## src/rtl/uart_tx_ctrl_if.sv

```systemverilog
// Transmit-side bundle between the byte source and the UART transmitter.
// The source (register file / FIFO read side) is the master; the
// transmitter is the slave and drives the serial line and busy flag back.
interface uart_tx_ctrl_if #(
    parameter int DATA_WIDTH = 8
);
    logic [DATA_WIDTH-1:0] P_DATA;
    logic                  DATA_VALID;
    logic                  PAR_EN;
    logic                  PAR_TYP;
    logic [4:0]            prescale;
    logic                  TX_OUT;
    logic                  busy;

    modport master (
        output P_DATA, DATA_VALID, PAR_EN, PAR_TYP, prescale,
        input  TX_OUT, busy
    );

    modport slave (
        input  P_DATA, DATA_VALID, PAR_EN, PAR_TYP, prescale,
        output TX_OUT, busy
    );
endinterface

```

## src/rtl/uart_tx_ctrl.sv

```systemverilog
// UART transmitter: one byte per accepted request, framed as
// start(0), DATA_WIDTH data bits LSB first, optional parity, stop(1).
// Every bit is held for the prescale value latched at acceptance
// (0 behaves as 1). TX_OUT and busy come straight from flops.
module uart_tx_ctrl #(
    parameter int DATA_WIDTH = 8
) (
    input  logic          CLK,
    input  logic          RST,
    uart_tx_ctrl_if.slave tx_if
);

    typedef enum logic [2:0] {
        IDLE,
        START,
        DATA,
        PARITY,
        STOP
    } state_e;

    localparam int                   BIT_CNT_W = (DATA_WIDTH > 1) ? $clog2(DATA_WIDTH) : 1;
    localparam logic [BIT_CNT_W-1:0] LAST_BIT  = BIT_CNT_W'(DATA_WIDTH - 1);

    state_e                  state_q,    state_d;
    logic [4:0]              edge_cnt_q, edge_cnt_d;
    logic [BIT_CNT_W-1:0]    bit_cnt_q,  bit_cnt_d;
    logic [DATA_WIDTH-1:0]   data_q,     data_d;
    logic                    par_en_q,   par_en_d;
    logic                    par_typ_q,  par_typ_d;
    logic [4:0]              prescale_q, prescale_d;
    logic                    tx_out_q,   tx_out_d;
    logic                    busy_q,     busy_d;
    logic                    bit_end;

    // Last cycle of the current bit period; only meaningful outside IDLE,
    // where prescale_q is always at least 1.
    assign bit_end = (edge_cnt_q == prescale_q - 5'd1);

    // Next-state, counter and registered-output computation.
    always_comb begin
        // NOTE: every _d starts as a copy of its _q so that no path through
        // the case below leaves a signal unassigned and infers a latch.
        state_d    = state_q;
        edge_cnt_d = edge_cnt_q;
        bit_cnt_d  = bit_cnt_q;
        data_d     = data_q;
        par_en_d   = par_en_q;
        par_typ_d  = par_typ_q;
        prescale_d = prescale_q;
        tx_out_d   = 1'b1;
        busy_d     = 1'b0;

        case (state_q)
            IDLE: begin
                if (tx_if.DATA_VALID) begin
                    data_d     = tx_if.P_DATA;
                    par_en_d   = tx_if.PAR_EN;
                    par_typ_d  = tx_if.PAR_TYP;
                    prescale_d = (tx_if.prescale == 5'd0) ? 5'd1 : tx_if.prescale;
                    edge_cnt_d = 5'd0;
                    bit_cnt_d  = '0;
                    state_d    = START;
                end
            end
            START: begin
                edge_cnt_d = bit_end ? 5'd0 : edge_cnt_q + 5'd1;
                if (bit_end) begin
                    bit_cnt_d = '0;
                    state_d   = DATA;
                end
            end
            DATA: begin
                edge_cnt_d = bit_end ? 5'd0 : edge_cnt_q + 5'd1;
                if (bit_end) begin
                    if (bit_cnt_q == LAST_BIT) begin
                        bit_cnt_d = '0;
                        state_d   = par_en_q ? PARITY : STOP;
                    end else begin
                        bit_cnt_d = bit_cnt_q + BIT_CNT_W'(1);
                    end
                end
            end
            PARITY: begin
                edge_cnt_d = bit_end ? 5'd0 : edge_cnt_q + 5'd1;
                if (bit_end) begin
                    state_d = STOP;
                end
            end
            STOP: begin
                edge_cnt_d = bit_end ? 5'd0 : edge_cnt_q + 5'd1;
                if (bit_end) begin
                    state_d = IDLE;
                end
            end
            default: begin
                state_d    = IDLE;
                edge_cnt_d = 5'd0;
                bit_cnt_d  = '0;
            end
        endcase

        // Line level and busy are decoded from the next state so the flops
        // present them in the same cycle the FSM enters that state.
        case (state_d)
            START:   tx_out_d = 1'b0;
            DATA:    tx_out_d = data_d[bit_cnt_d];
            PARITY:  tx_out_d = (^data_d) ^ par_typ_d;
            default: tx_out_d = 1'b1;
        endcase
        busy_d = (state_d != IDLE);
    end

    // State and datapath registers with synchronous reset.
    always_ff @(posedge CLK) begin
        if (RST) begin
            // NOTE: the latched byte and configuration are reset along with the
            // control state; they are plain registers, not a memory array, and
            // a cleared value keeps the parity path defined after an abort.
            state_q    <= IDLE;
            edge_cnt_q <= 5'd0;
            bit_cnt_q  <= '0;
            data_q     <= '0;
            par_en_q   <= 1'b0;
            par_typ_q  <= 1'b0;
            prescale_q <= 5'd0;
            tx_out_q   <= 1'b1;
            busy_q     <= 1'b0;
        end else begin
            // NOTE: non-blocking assignments so every register samples the
            // pre-edge values computed above, independent of statement order.
            state_q    <= state_d;
            edge_cnt_q <= edge_cnt_d;
            bit_cnt_q  <= bit_cnt_d;
            data_q     <= data_d;
            par_en_q   <= par_en_d;
            par_typ_q  <= par_typ_d;
            prescale_q <= prescale_d;
            tx_out_q   <= tx_out_d;
            busy_q     <= busy_d;
        end
    end

    assign tx_if.TX_OUT = tx_out_q;
    assign tx_if.busy   = busy_q;

endmodule

```

## src/flat_wrapper.sv

```systemverilog
// flat-port wrapper written by rule: the top's interface ports become plain ports
module uart_tx_ctrl_flat 
#(
    parameter int DATA_WIDTH = 8
)
  (CLK, RST, tx_if_P_DATA, tx_if_DATA_VALID, tx_if_PAR_EN, tx_if_PAR_TYP, tx_if_prescale, tx_if_TX_OUT, tx_if_busy);
  uart_tx_ctrl_if #(.DATA_WIDTH(DATA_WIDTH)) tx_if_i ();
  input  logic CLK;
  input  logic RST;
  input wire logic [$bits(tx_if_i.P_DATA)-1:0] tx_if_P_DATA;
  input wire logic [$bits(tx_if_i.DATA_VALID)-1:0] tx_if_DATA_VALID;
  input wire logic [$bits(tx_if_i.PAR_EN)-1:0] tx_if_PAR_EN;
  input wire logic [$bits(tx_if_i.PAR_TYP)-1:0] tx_if_PAR_TYP;
  input wire logic [$bits(tx_if_i.prescale)-1:0] tx_if_prescale;
  output wire logic [$bits(tx_if_i.TX_OUT)-1:0] tx_if_TX_OUT;
  output wire logic [$bits(tx_if_i.busy)-1:0] tx_if_busy;
  assign tx_if_i.P_DATA = tx_if_P_DATA;
  assign tx_if_i.DATA_VALID = tx_if_DATA_VALID;
  assign tx_if_i.PAR_EN = tx_if_PAR_EN;
  assign tx_if_i.PAR_TYP = tx_if_PAR_TYP;
  assign tx_if_i.prescale = tx_if_prescale;
  assign tx_if_TX_OUT = tx_if_i.TX_OUT;
  assign tx_if_busy = tx_if_i.busy;
  uart_tx_ctrl #(.DATA_WIDTH(DATA_WIDTH)) u_core (.CLK(CLK), .RST(RST), .tx_if(tx_if_i));
endmodule
```

## config.mk

```make
export PLATFORM = sky130hd
export DESIGN_NAME = uart_tx_ctrl_flat
export DESIGN_NICKNAME = d
export VERILOG_FILES = /design/src/rtl/uart_tx_ctrl_if.sv /design/src/rtl/uart_tx_ctrl.sv /design/src/flat_wrapper.sv
export SDC_FILE = /design/constraint.sdc
export NUM_CORES = 1
export LEC_CHECK = 0
export CAP_MARGIN = 15
export CORE_UTILIZATION = 30
export CTS_BUF_LIST = sky130_fd_sc_hd__clkbuf_2
export DETAILED_ROUTE_END_ITERATION = 8
export GPL_TIMING_DRIVEN = 0
export MAX_ROUTING_LAYER = met4
export SYNTH_ARGS = -nofsm -noshare
export SYNTH_HDL_FRONTEND = slang
export SYNTH_SLANG_ARGS = --single-unit
```

## constraint.sdc

```tcl
create_clock -name CLK -period 2.5 [get_ports CLK]
set_input_delay 0.5 -clock CLK [delete_from_list [all_inputs] [get_ports CLK]]
set_output_delay 0.5 -clock CLK [all_outputs]
set_load 0.1 [all_outputs]
```

# [After elaboration in Yosys (flattened, before gate mapping)]
# Index checks and enable logic that the tools add are counted.
[classes] mux=24 n_reduce_logical=7 magnitude_cmp=1 n_addsub=3 eq_ne=10 n_bitwise=1
[op_table] cell="$mux W3" n=11
[op_table] cell="$mux W8" n=2
[op_table] cell="$mux W5" n=3
[op_table] cell="$pmux W3 S5" n=1
[op_table] cell="$eq A3 B2 Y1 const B" n=4
[op_table] cell="$pmux W3 S4" n=1
[op_table] cell="$pmux W5 S2" n=1
[op_table] cell="$reduce_xor A8 Y1" n=1
[op_table] cell="$eq A3 B1 Y1 const B" n=2
[op_table] cell="$eq A3 B3 Y1 const B" n=2
[op_table] cell="$add A5 B1 Y5 const B" n=1
[op_table] cell="$eq A5 B5 Y1" n=1
[op_table] cell="$logic_not A5 Y1" n=1
[op_table] cell="$sub A5 B1 Y5 const B" n=1
[op_table] cell="$lt A3 B4 Y1 const B" n=1
[op_table] cell="$reduce_or A4 Y1" n=1
[op_table] cell="$add A3 B1 Y3 const B" n=1
[op_table] cell="$bmux W1 S3" n=1
[op_table] cell="$logic_not A3 Y1" n=1
[op_table] cell="$mux W1" n=3
[op_table] cell="$pmux W1 S3" n=1
[op_table] cell="$reduce_bool A3 Y1" n=1
[op_table] cell="$ne A2 B2 Y1 const B" n=1
[op_table] cell="$reduce_and A2 Y1" n=1
[op_table] cell="2 further kinds" n=2
[totals] register_bits=28 wordCells=55 input_bits=18 out_inout_bits=2

# [Depth between registers and ports, before layout]
[logic_depth] depth_word=7 ltp_mapped=10

# [Worst setup path after synthesis]
# No wires, ideal clock.
[synth_timing] path_kind="register to register" startpoint="register u_core.prescale_q[0]" endpoint="register u_core.tx_out_q, in the netlist u_core.tx_if.TX_OUT" setup_slack_ps=-164 setup_time_ps=125 required_time_ps=2375 path_stages_with_launch=11 arrival_ps=2538 path_cell_list="dfxtp_1 inv_1 ha_1 xnor2_1 a211o_1 a211oi_2 mux2i_1 nand2_1 or4b_1 nor4b_1 nor3_1"
[synth_via] elab_chain_cells=7 word_cells_on_any_way=16 classes_between="add/sub: 1; eq/ne: 4; mux: 11"
[synth_lines] item="start: declaration" line_no="uart_tx_ctrl.sv:30" source="logic [4:0] prescale_q, prescale_d;"
[synth_lines] item="start signal: assignment" line_no="uart_tx_ctrl.sv:137" source="prescale_q <= prescale_d;"
[synth_lines] item="$sub A5 B1 Y5 *" line_no="uart_tx_ctrl.sv:37" source="assign bit_end = (edge_cnt_q == prescale_q - 5'd1);"
[synth_lines] item="$eq A5 B5 Y1 *" line_no="uart_tx_ctrl.sv:37"
[synth_lines] item="$mux W3 (on tied branches)" line_no="uart_tx_ctrl.sv:74, uart_tx_ctrl.sv:67"
[synth_lines] item="$pmux W3 S4" line_no="uart_tx_ctrl.sv:53" source="case (state_q)"
[synth_lines] item="$bmux W1 S3" line_no="uart_tx_ctrl.sv:106" source="DATA: tx_out_d = data_d[bit_cnt_d];"
[synth_lines] item="$mux W1 (not written as such)" line_no="uart_tx_ctrl.sv:106"
[synth_lines] item="$pmux W1 S3 *" line_no="uart_tx_ctrl.sv:104" source="case (state_d)"
[synth_lines] item="end signal: assignment" line_no="uart_tx_ctrl.sv:138" source="tx_out_q <= tx_out_d;"
[synth_lines] item="end: declaration" line_no="uart_tx_ctrl.sv:31" source="logic tx_out_q, tx_out_d;"
# Mark *: on every way between the ends. The rest lies on a longest branch, timed or not. The select of a mux whose other input is x is not followed.
# A chain may end at the register's enable or synchronous reset.

# [Worst setup path in the final report]
# Ends and elaborated chain as after synthesis.

==> impl_metrics.yaml <==
timing:
  slew_violations: 0
  relSlewSlack_pct: 35.1
  rsz0062_at_grt: "true"
  fmaxAchievable_ghz: 0.367
  finClkSkew_ps: 40.7
  period_share_pct: 109
  setup-violations-final: 2
  fin_crit_ps: 2720
  fin_ws_ps: -222
  max_slew.worst_pin.slew_ps: 970
  hold_violations: 0
floorplanning:
  core_area_um2: 5110
  die_h_um: 74.9
  dieArea_um2: 5600
  ios: 20
  rows: 26
  die_w_um: 74.9
  initial_core_util_pct: 31.2
synth:
  synth_top_area_cell: "dfxtp_1"
  yosys-top-cells-area: "dfxtp_1 (35%), xnor2_1 (8.8%), nand2_1 (7.8%)"
  syn_area_per_cell_um2: 7.92
  syn_area_um2: 1590
  yosysTopAreaCellShare_pct: 35.2
  syn_nets: 223
  synth_cell_types: 41
  ys_ff_latch: 28
  yosysSeqAreaShare_pct: 35.2
  synthCells: 201
  yosysWarnings: 0
global_route:
  grt_max_degree: 17
  grt_pass1_wl_mm: 6.29
  grt_usage_pct: 15.4
  antenna_found_initial: 0
  grt_pass1_vias: 1381
  grt-ovfl-total: 0
layout:
  layout-drive-gt1-share_pct: 10.9
  area_delta_synth_final_pct: 27.7
  fillers: 540
  final_cell_mix: "nand2_1 (33), dfxtp_1 (26), a21oi_1 (21)"
  final_nets: 253
  final_common_cell: "nand2_1"
  num_antenna_cells: 0
clock_tree:
  cts_inserted_buffers: 3
  clock_latency_ps: 400
  clk_pin_slew_ps: 310
  cts_max_level: 1
  clkSinkCount: 28
  clk_path_buf_depth: 2
  cts_tree: "built"
  ctsRootBufferMaster: "clkbuf_2"
pwr:
  p_per_area_nw_per_um2: 519
  ir_worst_vdd_mv: 0.215
  power_uw: 1060
  p_leak_uw: 0.000708
critical_path:
  reg2regPathDepth: 10
  critPathMaxFanout: 3
  endpoint: "u_core.tx_if.TX_OUT"
  crit_path_start: "u_core.prescale_q[0]"
  r2r-start: "u_core.prescale_q[0]"
  path_class: "register to register"
  reg2reg_slack_ps: -220
  worstReg2RegEnd: "u_core.tx_if.TX_OUT"
  cp-start-kind: "register"
  critPathCaptureType: "register"
  critPathRequiredTime_ps: 2850
  arrival_ps: 3070
outcome:
  failed_checks: "setup timing"
  status: "complete, but fails checks"
placement:
  dpl.hpwl_mm: 2.76
  port_buffers: 18
  gp_congestion: 0.824
  pre_cts_ws_ps: -287
routing:
  vias: 1468
  routed_wirelength_mm: 3.84
  drc: 0
  wl_per_cell_um: 12.8
  dr.pass1.iters: 4
  avgViaCountPerCell: 4.89
  drt_iter0_markers: 106
  antenna_left: 0
run:
  cap_viol_max_count: 0
worst_hold_path:
  hold_path_class: "input pin to register"
  hold_depth: 2
[layout make-up]
class / count / area [µm²] / area share [%]
multi-input combinational: 160 / 1060 / 52.0
sequential: 28 / 563 / 27.7
timing repair buffer: 25 / 233 / 11.4
tap: 70 / 87.6 / 4.31
clock inverter: 1 / 30.0 / 1.48
buffer: 7 / 26.3 / 1.29
inverter: 6 / 22.5 / 1.11
clock buffer: 3 / 15.0 / 0.738
[through the flow]
step,cell area [µm²],setup TNS [ps],hold WS [ps],utilization (%),instances
finish,2030,-227,471,39.8,300
global placement,1870,-412,459,36.7,289
CTS,1930,-366,447,37.8,294
floorplan,1610,-67.1,445,-,201
detailed placement,1870,-385,467,36.7,289
global route,2030,-562,497,39.8,300
[sequential cells by signal (all words and copies together) (netlist names)]
| register | count |
|---|---|
| u_core.bit_cnt_q | 3 |
| u_core.data_q | 8 |
| u_core.edge_cnt_q | 5 |
| u_core.par_en_q | 1 |
| u_core.par_typ_q | 1 |
| u_core.prescale_q | 5 |
| u_core.state_q | 3 |
| u_core.tx_if.TX_OUT | 1 |
| u_core.tx_if.busy | 1 |
[cell families after synthesis]
kind of cell               after synthesis  share of synthesized area (%)
DFF                                     28                           35.2
buffers and inverters                   13                           3.06
adders and majority gates                4                           3.14
xor gates and xnor gates                21                           11.5
AOI/OAI and AO/OA                       49                           19.4
muxes                                    4                           2.59
and+or+nand+nor                         82                           25.1
[power breakdown]
group / internal, µW / switching, µW
Combinational: 123 / 154
Clock: 138 / 146
Sequential: 472 / 22.3
Total: 733 / 323
[worst min-delay path by stage]
stage	slack, ps	from	endpoint
2_1_floorplan	440	u_core.par_en_q	u_core.par_en_q
3_3_place_gp	460	u_core.par_en_q	u_core.par_en_q
3_5_place_dp	470	u_core.prescale_q[4]	u_core.prescale_q[4]
4_1_cts	450	RST	u_core.bit_cnt_q[2]
5_1_grt	500	RST	u_core.bit_cnt_q[2]
6_report	470	RST	u_core.bit_cnt_q[2]
[per-layer routing]
metal / global-route usage, % / vias to the layer above / wire (µm)
li1: - / 761 / -
met1: 19.6 / 670 / 1790
met2: 24.2 / 31 / 1860
met3: 1.74 / 6 / 118
met4: 7.55 / 0 / 76
met5: - / - / 0
[critical path: stages (launching register included)]
cell,delay [ps]
dfxtp_2,410
inv_2,50
ha_4,240
xnor2_2,120
a211o_1,300
a211o_1,320
a31o_1,210
a32oi_2,230
or4b_4,510
nor4b_4,210
nor3_1,70
[cell usage after synthesis (all sizes together)]
cell and instances:
nand4 1, mux2i 3, a31o 1, nand3b 2, o31ai 1, a21oi 22
a32oi 1, a211o 2, and2 2, or4 1, xnor2 16, clkbuf 7
nand2b 2, o21ai 10, and3 1, o22ai 1, nand4bb 1, dfxtp 28
nor2b 6, a22oi 1, a2111oi 1, a211oi 5, nor2 13, or3 3
or4b 1, a32o 1, and3b 1, nand3 8, nor3 5, o21a 1
nor4b 1, xor2 5, nand2 33, o31a 1, mux2 1, nor4 1
ha 4, inv 6, a21boi 1
[timing repair]
item / 4_1_cts / 5_1_grt
setup endpoints to repair: 2 / 3
resized for setup: 2 / 11
setup buffers: 1 / 6
hold buffers: 0 / 0
pin swaps: 0 / 6
No activity file was read; power rests on OpenSTA's default activity.
